## src/rtl/ramio_arbiter_pkg.sv

```systemverilog
// Shared types and helpers for the two-requester ramio arbiter.
// Tie-breaking is shaped by RAMIO_ARB_FIXED_PRIORITY_EN in the top module.
package ramio_arbiter_pkg;

    typedef enum logic [1:0] {
        Idle  = 2'd0,
        Grant = 2'd1,
        Ack   = 2'd2
    } state_e;

    typedef logic requester_t;

    localparam int MaxDataBitWidth = 64;
    localparam logic [MaxDataBitWidth-1:0] ErrorData = '1;

    // On a tie the requester that did not win last time gets the port.
    function automatic requester_t pick_winner(
        input logic       req0,
        input logic       req1,
        input requester_t last_grant
    );
        requester_t winner;
        if (req0 && req1) begin
            winner = ~last_grant;
        end else if (req0) begin
            winner = 1'b0;
        end else begin
            winner = 1'b1;
        end
        return winner;
    endfunction

endpackage

```

## src/rtl/ramio_arbiter_if.sv

```systemverilog
// Bus bundle between the two requesters, the arbiter and the ramio client port.
// The arbiter takes the slave view; requesters plus ramio together form the master view.
interface ramio_arbiter_if #(
    parameter int AddressBitWidth = 32,
    parameter int DataBitWidth    = 32
);

    logic                       rq0_req;
    logic [2:0]                 rq0_read_type;
    logic [1:0]                 rq0_write_type;
    logic [AddressBitWidth-1:0] rq0_address;
    logic [DataBitWidth-1:0]    rq0_data_in;
    logic [DataBitWidth-1:0]    rq0_data_out;
    logic                       rq0_ack;
    logic                       rq0_error;

    logic                       rq1_req;
    logic [2:0]                 rq1_read_type;
    logic [1:0]                 rq1_write_type;
    logic [AddressBitWidth-1:0] rq1_address;
    logic [DataBitWidth-1:0]    rq1_data_in;
    logic [DataBitWidth-1:0]    rq1_data_out;
    logic                       rq1_ack;
    logic                       rq1_error;

    logic                       io_enable;
    logic [2:0]                 io_read_type;
    logic [1:0]                 io_write_type;
    logic [AddressBitWidth-1:0] io_address;
    logic [DataBitWidth-1:0]    io_data_in;
    logic [DataBitWidth-1:0]    io_data_out;
    logic                       io_data_out_ready;
    logic                       io_busy;

    modport master (
        output rq0_req, rq0_read_type, rq0_write_type, rq0_address, rq0_data_in,
        input  rq0_data_out, rq0_ack, rq0_error,
        output rq1_req, rq1_read_type, rq1_write_type, rq1_address, rq1_data_in,
        input  rq1_data_out, rq1_ack, rq1_error,
        input  io_enable, io_read_type, io_write_type, io_address, io_data_in,
        output io_data_out, io_data_out_ready, io_busy
    );

    modport slave (
        input  rq0_req, rq0_read_type, rq0_write_type, rq0_address, rq0_data_in,
        output rq0_data_out, rq0_ack, rq0_error,
        input  rq1_req, rq1_read_type, rq1_write_type, rq1_address, rq1_data_in,
        output rq1_data_out, rq1_ack, rq1_error,
        output io_enable, io_read_type, io_write_type, io_address, io_data_in,
        input  io_data_out, io_data_out_ready, io_busy
    );

endinterface

```

## src/rtl/ramio_arbiter_watchdog.sv

```systemverilog
// Per-transaction watchdog: counts enabled cycles since the last clear and flags
// the cycle in which the TimeoutCycles-th enabled cycle elapses. TimeoutCycles == 0 disables it.
module ramio_arbiter_watchdog #(
    parameter int TimeoutCycles   = 1024,
    parameter int TimeoutBitWidth = 11
) (
    input  logic clk,
    input  logic rst_n,
    input  logic clear_i,
    input  logic enable_i,
    output logic expired_o
);

    localparam int LimitInt = (TimeoutCycles == 0) ? 0 : TimeoutCycles - 1;
    localparam logic [TimeoutBitWidth-1:0] Limit = TimeoutBitWidth'(LimitInt);

    logic [TimeoutBitWidth-1:0] count_q;
    logic [TimeoutBitWidth-1:0] count_d;

    // Saturates at the limit so a stalled enable never wraps back to zero.
    always_comb begin
        count_d = count_q;
        if (clear_i) begin
            count_d = '0;
        end else if (enable_i && (count_q != Limit)) begin
            count_d = count_q + TimeoutBitWidth'(1);
        end
    end

    always_ff @(posedge clk) begin
        if (!rst_n) begin
            count_q <= '0;
        end else begin
            count_q <= count_d;
        end
    end

    assign expired_o = (TimeoutCycles != 0) && enable_i && (count_q == Limit);

endmodule

```

## src/rtl/ramio_arbiter.sv

```systemverilog
// Shares one ramio client port between two requesters (Idle -> Grant -> Ack per transaction).
// Define RAMIO_ARB_FIXED_PRIORITY_EN to make requester 0 win every tie instead of round-robin.
module ramio_arbiter
    import ramio_arbiter_pkg::*;
#(
    parameter int AddressBitWidth = 32,
    parameter int DataBitWidth    = 32,
    parameter int TimeoutCycles   = 1024,
    parameter int TimeoutBitWidth = 11
) (
    input  logic           clk,
    input  logic           rst_n,
    ramio_arbiter_if.slave bus
);

    state_e                     state_q;
    requester_t                 grant_q;
    requester_t                 last_grant_q;
    requester_t                 grant_d;
    logic                       io_enable_q;
    logic                       rq0_ack_q;
    logic                       rq1_ack_q;
    logic                       rq0_error_q;
    logic                       rq1_error_q;
    logic [DataBitWidth-1:0]    rq0_data_q;
    logic [DataBitWidth-1:0]    rq1_data_q;
    logic [DataBitWidth-1:0]    rdata_d;

    logic [2:0]                 sel_read_type;
    logic [1:0]                 sel_write_type;
    logic [AddressBitWidth-1:0] sel_address;
    logic [DataBitWidth-1:0]    sel_data_in;
    logic                       any_req;
    logic                       done;
    logic                       expired;

    assign any_req = bus.rq0_req | bus.rq1_req;
    assign grant_d = pick_winner(bus.rq0_req, bus.rq1_req, last_grant_q);

    // Command follows the live inputs of the latched winner, even if its req drops.
    always_comb begin
        sel_read_type  = bus.rq0_read_type;
        sel_write_type = bus.rq0_write_type;
        sel_address    = bus.rq0_address;
        sel_data_in    = bus.rq0_data_in;
        if (grant_q) begin
            sel_read_type  = bus.rq1_read_type;
            sel_write_type = bus.rq1_write_type;
            sel_address    = bus.rq1_address;
            sel_data_in    = bus.rq1_data_in;
        end
    end

    assign done    = io_enable_q && !bus.io_busy &&
                     ((sel_read_type == 3'd0) || bus.io_data_out_ready);
    assign rdata_d = (sel_read_type != 3'd0) ? bus.io_data_out : '0;

    assign bus.io_enable     = io_enable_q;
    assign bus.io_read_type  = io_enable_q ? sel_read_type  : 3'd0;
    assign bus.io_write_type = io_enable_q ? sel_write_type : 2'd0;
    assign bus.io_address    = io_enable_q ? sel_address    : '0;
    assign bus.io_data_in    = io_enable_q ? sel_data_in    : '0;

    assign bus.rq0_ack      = rq0_ack_q;
    assign bus.rq0_error    = rq0_error_q;
    assign bus.rq0_data_out = rq0_data_q;
    assign bus.rq1_ack      = rq1_ack_q;
    assign bus.rq1_error    = rq1_error_q;
    assign bus.rq1_data_out = rq1_data_q;

    ramio_arbiter_watchdog #(
        .TimeoutCycles   (TimeoutCycles),
        .TimeoutBitWidth (TimeoutBitWidth)
    ) u_watchdog (
        .clk       (clk),
        .rst_n     (rst_n),
        .clear_i   (state_q == Idle),
        .enable_i  (state_q == Grant),
        .expired_o (expired)
    );

    always_ff @(posedge clk) begin
        if (!rst_n) begin
            state_q      <= Idle;
            grant_q      <= 1'b0;
            last_grant_q <= 1'b1;
            io_enable_q  <= 1'b0;
            rq0_ack_q    <= 1'b0;
            rq1_ack_q    <= 1'b0;
            rq0_error_q  <= 1'b0;
            rq1_error_q  <= 1'b0;
            rq0_data_q   <= '0;
            rq1_data_q   <= '0;
        end else begin
            rq0_ack_q   <= 1'b0;
            rq1_ack_q   <= 1'b0;
            rq0_error_q <= 1'b0;
            rq1_error_q <= 1'b0;
            case (state_q)
                Idle: begin
                    if (any_req) begin
                        state_q     <= Grant;
                        grant_q     <= grant_d;
                        io_enable_q <= 1'b1;
`ifndef RAMIO_ARB_FIXED_PRIORITY_EN
                        last_grant_q <= grant_d;
`endif
                    end
                end
                Grant: begin
                    // A real completion wins over a watchdog expiry in the same cycle.
                    if (done || expired) begin
                        state_q     <= Ack;
                        io_enable_q <= 1'b0;
                        if (grant_q) begin
                            rq1_ack_q   <= 1'b1;
                            rq1_error_q <= !done;
                            rq1_data_q  <= done ? rdata_d : ErrorData[DataBitWidth-1:0];
                        end else begin
                            rq0_ack_q   <= 1'b1;
                            rq0_error_q <= !done;
                            rq0_data_q  <= done ? rdata_d : ErrorData[DataBitWidth-1:0];
                        end
                    end
                end
                Ack: begin
                    state_q <= Idle;
                end
                default: begin
                    state_q     <= Idle;
                    io_enable_q <= 1'b0;
                end
            endcase
        end
    end

endmodule
```

## src/flat_wrapper.sv

```systemverilog
// flat-port wrapper written by rule: the top's interface ports become plain ports
module ramio_arbiter_flat import ramio_arbiter_pkg::*;
#(
    parameter int AddressBitWidth = 32,
    parameter int DataBitWidth    = 32,
    parameter int TimeoutCycles   = 1024,
    parameter int TimeoutBitWidth = 11
)
  (clk, rst_n, bus_rq0_req, bus_rq0_read_type, bus_rq0_write_type, bus_rq0_address, bus_rq0_data_in, bus_rq0_data_out, bus_rq0_ack, bus_rq0_error, bus_rq1_req, bus_rq1_read_type, bus_rq1_write_type, bus_rq1_address, bus_rq1_data_in, bus_rq1_data_out, bus_rq1_ack, bus_rq1_error, bus_io_enable, bus_io_read_type, bus_io_write_type, bus_io_address, bus_io_data_in, bus_io_data_out, bus_io_data_out_ready, bus_io_busy);
  ramio_arbiter_if #(.AddressBitWidth(AddressBitWidth), .DataBitWidth(DataBitWidth)) bus_i ();
  input  logic clk;
  input  logic rst_n;
  input wire logic [$bits(bus_i.rq0_req)-1:0] bus_rq0_req;
  input wire logic [$bits(bus_i.rq0_read_type)-1:0] bus_rq0_read_type;
  input wire logic [$bits(bus_i.rq0_write_type)-1:0] bus_rq0_write_type;
  input wire logic [$bits(bus_i.rq0_address)-1:0] bus_rq0_address;
  input wire logic [$bits(bus_i.rq0_data_in)-1:0] bus_rq0_data_in;
  output wire logic [$bits(bus_i.rq0_data_out)-1:0] bus_rq0_data_out;
  output wire logic [$bits(bus_i.rq0_ack)-1:0] bus_rq0_ack;
  output wire logic [$bits(bus_i.rq0_error)-1:0] bus_rq0_error;
  input wire logic [$bits(bus_i.rq1_req)-1:0] bus_rq1_req;
  input wire logic [$bits(bus_i.rq1_read_type)-1:0] bus_rq1_read_type;
  input wire logic [$bits(bus_i.rq1_write_type)-1:0] bus_rq1_write_type;
  input wire logic [$bits(bus_i.rq1_address)-1:0] bus_rq1_address;
  input wire logic [$bits(bus_i.rq1_data_in)-1:0] bus_rq1_data_in;
  output wire logic [$bits(bus_i.rq1_data_out)-1:0] bus_rq1_data_out;
  output wire logic [$bits(bus_i.rq1_ack)-1:0] bus_rq1_ack;
  output wire logic [$bits(bus_i.rq1_error)-1:0] bus_rq1_error;
  output wire logic [$bits(bus_i.io_enable)-1:0] bus_io_enable;
  output wire logic [$bits(bus_i.io_read_type)-1:0] bus_io_read_type;
  output wire logic [$bits(bus_i.io_write_type)-1:0] bus_io_write_type;
  output wire logic [$bits(bus_i.io_address)-1:0] bus_io_address;
  output wire logic [$bits(bus_i.io_data_in)-1:0] bus_io_data_in;
  input wire logic [$bits(bus_i.io_data_out)-1:0] bus_io_data_out;
  input wire logic [$bits(bus_i.io_data_out_ready)-1:0] bus_io_data_out_ready;
  input wire logic [$bits(bus_i.io_busy)-1:0] bus_io_busy;
  assign bus_i.rq0_req = bus_rq0_req;
  assign bus_i.rq0_read_type = bus_rq0_read_type;
  assign bus_i.rq0_write_type = bus_rq0_write_type;
  assign bus_i.rq0_address = bus_rq0_address;
  assign bus_i.rq0_data_in = bus_rq0_data_in;
  assign bus_rq0_data_out = bus_i.rq0_data_out;
  assign bus_rq0_ack = bus_i.rq0_ack;
  assign bus_rq0_error = bus_i.rq0_error;
  assign bus_i.rq1_req = bus_rq1_req;
  assign bus_i.rq1_read_type = bus_rq1_read_type;
  assign bus_i.rq1_write_type = bus_rq1_write_type;
  assign bus_i.rq1_address = bus_rq1_address;
  assign bus_i.rq1_data_in = bus_rq1_data_in;
  assign bus_rq1_data_out = bus_i.rq1_data_out;
  assign bus_rq1_ack = bus_i.rq1_ack;
  assign bus_rq1_error = bus_i.rq1_error;
  assign bus_io_enable = bus_i.io_enable;
  assign bus_io_read_type = bus_i.io_read_type;
  assign bus_io_write_type = bus_i.io_write_type;
  assign bus_io_address = bus_i.io_address;
  assign bus_io_data_in = bus_i.io_data_in;
  assign bus_i.io_data_out = bus_io_data_out;
  assign bus_i.io_data_out_ready = bus_io_data_out_ready;
  assign bus_i.io_busy = bus_io_busy;
  ramio_arbiter #(.AddressBitWidth(AddressBitWidth), .DataBitWidth(DataBitWidth), .TimeoutCycles(TimeoutCycles), .TimeoutBitWidth(TimeoutBitWidth)) u_core (.clk(clk), .rst_n(rst_n), .bus(bus_i));
endmodule
```

## config.mk

```make
export PLATFORM = sky130hd
export DESIGN_NAME = ramio_arbiter_flat
export DESIGN_NICKNAME = d
export VERILOG_FILES = /design/src/rtl/ramio_arbiter_pkg.sv /design/src/rtl/ramio_arbiter_if.sv /design/src/rtl/ramio_arbiter_watchdog.sv /design/src/rtl/ramio_arbiter.sv /design/src/flat_wrapper.sv
export SDC_FILE = /design/constraint.sdc
export NUM_CORES = 1
export LEC_CHECK = 0
export CORE_AREA = 2 2 122 124
export CTS_CLUSTER_DIAMETER = 80
export DETAILED_ROUTE_END_ITERATION = 12
export DIE_AREA = 0 0 124 126
export PLACE_DENSITY = 0.72
export SYNTH_ARGS = -nofsm -noshare
export SYNTH_HDL_FRONTEND = slang
export SYNTH_SLANG_ARGS = --single-unit
```

## constraint.sdc

```tcl
create_clock -name clk -period 1.8 [get_ports clk]
set_input_delay 0.18 -clock clk [delete_from_list [all_inputs] [get_ports clk]]
set_output_delay 0.18 -clock clk [all_outputs]
set_load 0.005 [all_outputs]
```

==> results_dict.tcl <==
set metrics [dict create \
    outcome "complete, but fails checks" \
    failing_checks "negative setup slack" \
    layout_common_cells "clkdlybuf4s50_1 (244), dfxtp_1 (80), nor2_1 (74)" \
    mostFrequentLayoutCell "clkdlybuf4s50_1" \
    rsz0062_at_grt "yes" \
    worstHoldEndpoint "u_core.last_grant_q" \
    area_overhead_of_the_layout_relative_to_synthesis_pct 120 \
    grt_antenna_before_repair 0 \
    hold_depth 3 \
    synth_seq_cells 84 \
    synth-warning-count 0 \
    floorplan.core_area_um2 14300 \
    hold_viol_final 0 \
    cts_root_buffer "clkbuf_16" \
    wl_mm 21.2 \
    required_ps 2090 \
    critical_path.reg2reg.endpoint "u_core.bus.rq0_data_out[17]" \
    h-tree-depth 3 \
    synthDistinctLibCells 44 \
    effective_utilization_at_floorplan 0.286 \
    crit_fanout 6 \
    p_leak_nw 3.54 \
    grt_pass1_vias 5230 \
    gp_congestion 0.878 \
    setup_slack_ps -196 \
    width_of_the_chip_um 124 \
    timing.critical_path.from_type "flip-flop" \
    detailroute.via_count 5076 \
    crit_chain "nand4_1, or4_4, buf_12, a21boi_4, buf_12, clkbuf_16, o221a_1" \
    site_row_count 44 \
    grt_pass1_wl_mm 29.0 \
    firstDrtPassIters 5 \
    cpMostUsedCell "buf_12" \
    max-slew-margin-rel 0.693 \
    share_of_synthesized_area_occupied_by_flip_flops_and_latches 0.410 \
    global_route.usage.total 0.243 \
    finalSetupViolations 68 \
    fin_crit_ps 2000 \
    max_capacitance_violation_count 0 \
    hold_start "bus_rq1_req" \
    critical_path.endpoint_type "flip-flop" \
    worst_setup_hold_path_clk_slew_ps 70 \
    worst-r2r-cell-count 7 \
    hold_path_class "in2reg" \
    path_class "reg2reg" \
    first_iter_violations 304 \
    min_period_over_period 1.11 \
    cts_max_path_buffers 2 \
    fillerInstances 1127 \
    mean_routed_wirelength_per_cell_um 21.8 \
    antenna-diode-count 0 \
    timing.reg2reg.setup_slack_ps -200 \
    number_of_clock_sinks 84 \
    floorplan.die_area_um2 15600 \
    finalSetupTns_ps -5830 \
    layout-drive-gt1-share 0.243 \
    fp.dieH_um 126 \
    postPlaceCellArea_um2 7740 \
    mappedNetlistArea_um2 4100 \
    regToRegStartpoint "u_core.u_watchdog.count_q[5]" \
    layout.nets 962 \
    max_stage_delay_ps 560 \
    cts.hold.buffers_added 0 \
    syn_nets 590 \
    max_slew.worst_pin.slew_ps 457 \
    io_pins 314 \
    synth_area_per_cell_um2 9.92 \
    vdd_drop_max_v 0.000438 \
    final_antenna_net_count 0 \
    grt_start_max_net_pins 56 \
    drt-vias-per-instance 5.21 \
    stdcell_area_um2 9010 \
    clock_latency_ps 340 \
    drt_drc_violations_left 0 \
    number_of_max_slew_violations_in_the_final_report 0 \
    critical_path_arrival_ps 2280 \
    grt.overflow.total 0 \
    upper_clock_frequency_limit_mhz 501 \
    dp.final_hpwl_mm 14.5 \
    power_per_cell_area_nw_per_um2 621 \
    area.sequential_um2 1690 \
    multi_input_area_um2 2740 \
    skew_ps 9.12 \
    post_synth_inst_count 413 \
    numCtsBuffers 9 \
    tritoncts "yes" \
    port-buffer-count 313 \
    cpMaxStageDelayCell "or4_4" \
]
## critical path, delay by kind of cell (launching register included)
family | cells | cell delay, ps
AO/OA/AOI/OAI | 2 | 350
flip-flops | 1 | 390
AND/OR/NAND/NOR | 2 | 730
buffers and inverters | 3 | 470
## worst max-delay path by stage
stage                             endpoint  slack, ps                    startpoint
6_report       u_core.bus.rq0_data_out[17]       -200  u_core.u_watchdog.count_q[5]
5_1_grt        u_core.bus.rq0_data_out[31]       -220  u_core.u_watchdog.count_q[5]
4_1_cts                 bus_io_address[31]       -150                u_core.grant_q
3_5_place_dp   u_core.bus.rq0_data_out[19]       -220          bus_rq0_read_type[2]
3_3_place_gp    u_core.bus.rq1_data_out[7]       -220          bus_rq1_read_type[2]
2_1_floorplan  u_core.bus.rq1_data_out[10]        -50  u_core.u_watchdog.count_q[1]
## flip-flops by register name (all words and copies together), names as in the netlist
register / flops
u_core.bus.io_enable: 1
u_core.bus.rq0_ack: 1
u_core.bus.rq0_data_out: 32
u_core.bus.rq0_error: 1
u_core.bus.rq1_ack: 1
u_core.bus.rq1_data_out: 32
u_core.bus.rq1_error: 1
u_core.grant_q: 1
u_core.last_grant_q: 1
u_core.state_q: 2
u_core.u_watchdog.count_q: 11
## through the flow
| step | util | hold WS [ps] | power [mW] | instances | setup slack (ps) |
|---|---|---|---|---|---|
| 2_1_floorplan | - | 269 | 2.37 | 413 | -52.2 |
| 3_3_place_gp | 0.541 | 479 | 3.27 | 919 | -217 |
| 3_5_place_dp | 0.541 | 491 | 3.29 | 919 | -223 |
| 4_1_cts | 0.598 | 495 | 5.50 | 954 | -150 |
| 5_1_grt | 0.630 | 529 | 5.77 | 974 | -217 |
| 6_report | 0.630 | 482 | 5.59 | 974 | -196 |
## synthesized netlist by cell type (all sizes together)
library cell | count | area [µm²]
a32oi | 1 | 8.76
nor4b | 1 | 8.76
and3 | 2 | 12.5
a21boi | 1 | 18.8
nand2 | 12 | 45.0
nor3 | 1 | 5.00
and4 | 1 | 8.76
a31oi | 1 | 6.26
inv | 2 | 7.50
buf | 12 | 97.6
dfxtp | 84 | 1680
and2 | 3 | 18.8
or4 | 3 | 26.3
or3 | 5 | 31.3
nand2b | 1 | 6.26
o221a | 64 | 721
xor2 | 1 | 8.76
nor4 | 2 | 12.5
a21oi | 12 | 71.3
o21ai | 10 | 50.1
o41ai | 1 | 16.3
nand4 | 4 | 31.3
o211ai | 2 | 15.0
nor2b | 2 | 12.5
a211oi | 1 | 7.51
mux2i | 69 | 691
nand3 | 6 | 30.0
a221oi | 1 | 8.76
or2 | 1 | 6.26
nand3b | 2 | 15.0
clkinv | 1 | 3.75
o31ai | 2 | 15.0
nor3b | 1 | 7.51
o2111ai | 1 | 8.76
clkbuf | 23 | 86.3
ha | 1 | 12.5
nor2 | 76 | 285
## cell families after synthesis
logic type,Yosys count,share of synthesized area
AND/OR/NAND/NOR,123,0.137
AO/OA/AOI/OAI,97,0.231
flip-flops,84,0.410
multiplexers,69,0.168
buffers and inverters,38,0.0476
XOR/XNOR,1,0.00214
adder cells (fa/ha/maj),1,0.00305
## where the power goes
| part | switching (mW) | internal (mW) |
|---|---|---|
| Sequential | 0.0343 | 1.89 |
| Clock | 0.830 | 1.38 |
| Combinational | 0.573 | 0.879 |
| Total | 1.44 | 4.15 |
## timing repair
| action | CTS | global route |
|---|---|---|
| gates resized for setup | 141 | 91 |
| hold endpoints to repair | 0 | 0 |
| pin swaps | 18 | 24 |
| endpoints found under the setup margin | 135 | 101 |
| cloned | 3 | 6 |
| buffers inserted | 18 | 17 |
## final cells by class
| class | instances | area share |
|---|---|---|
| Timing Repair Buffer | 396 | 0.443 |
| Tap cell | 184 | 0.0255 |
| Inverter | 3 | 0.00125 |
| Clock inverter | 7 | 0.0142 |
| Multi-Input combinational cell | 291 | 0.304 |
| Sequential cell | 84 | 0.187 |
| Clock buffer | 9 | 0.0250 |
## metal layers
| metal | global-route usage | wire length [µm] | part of all wire | vias up |
|---|---|---|---|---|
| li1 | - | - | - | 2324 |
| met1 | 0.282 | 8110 | 0.38 | 2411 |
| met2 | 0.424 | 10600 | 0.50 | 295 |
| met3 | 0.0702 | 1900 | 0.089 | 46 |
| met4 | 0.0820 | 639 | 0.030 | 0 |
| met5 | 0 | 0 | 0 | - |
Power figures use the tool's default switching activity.
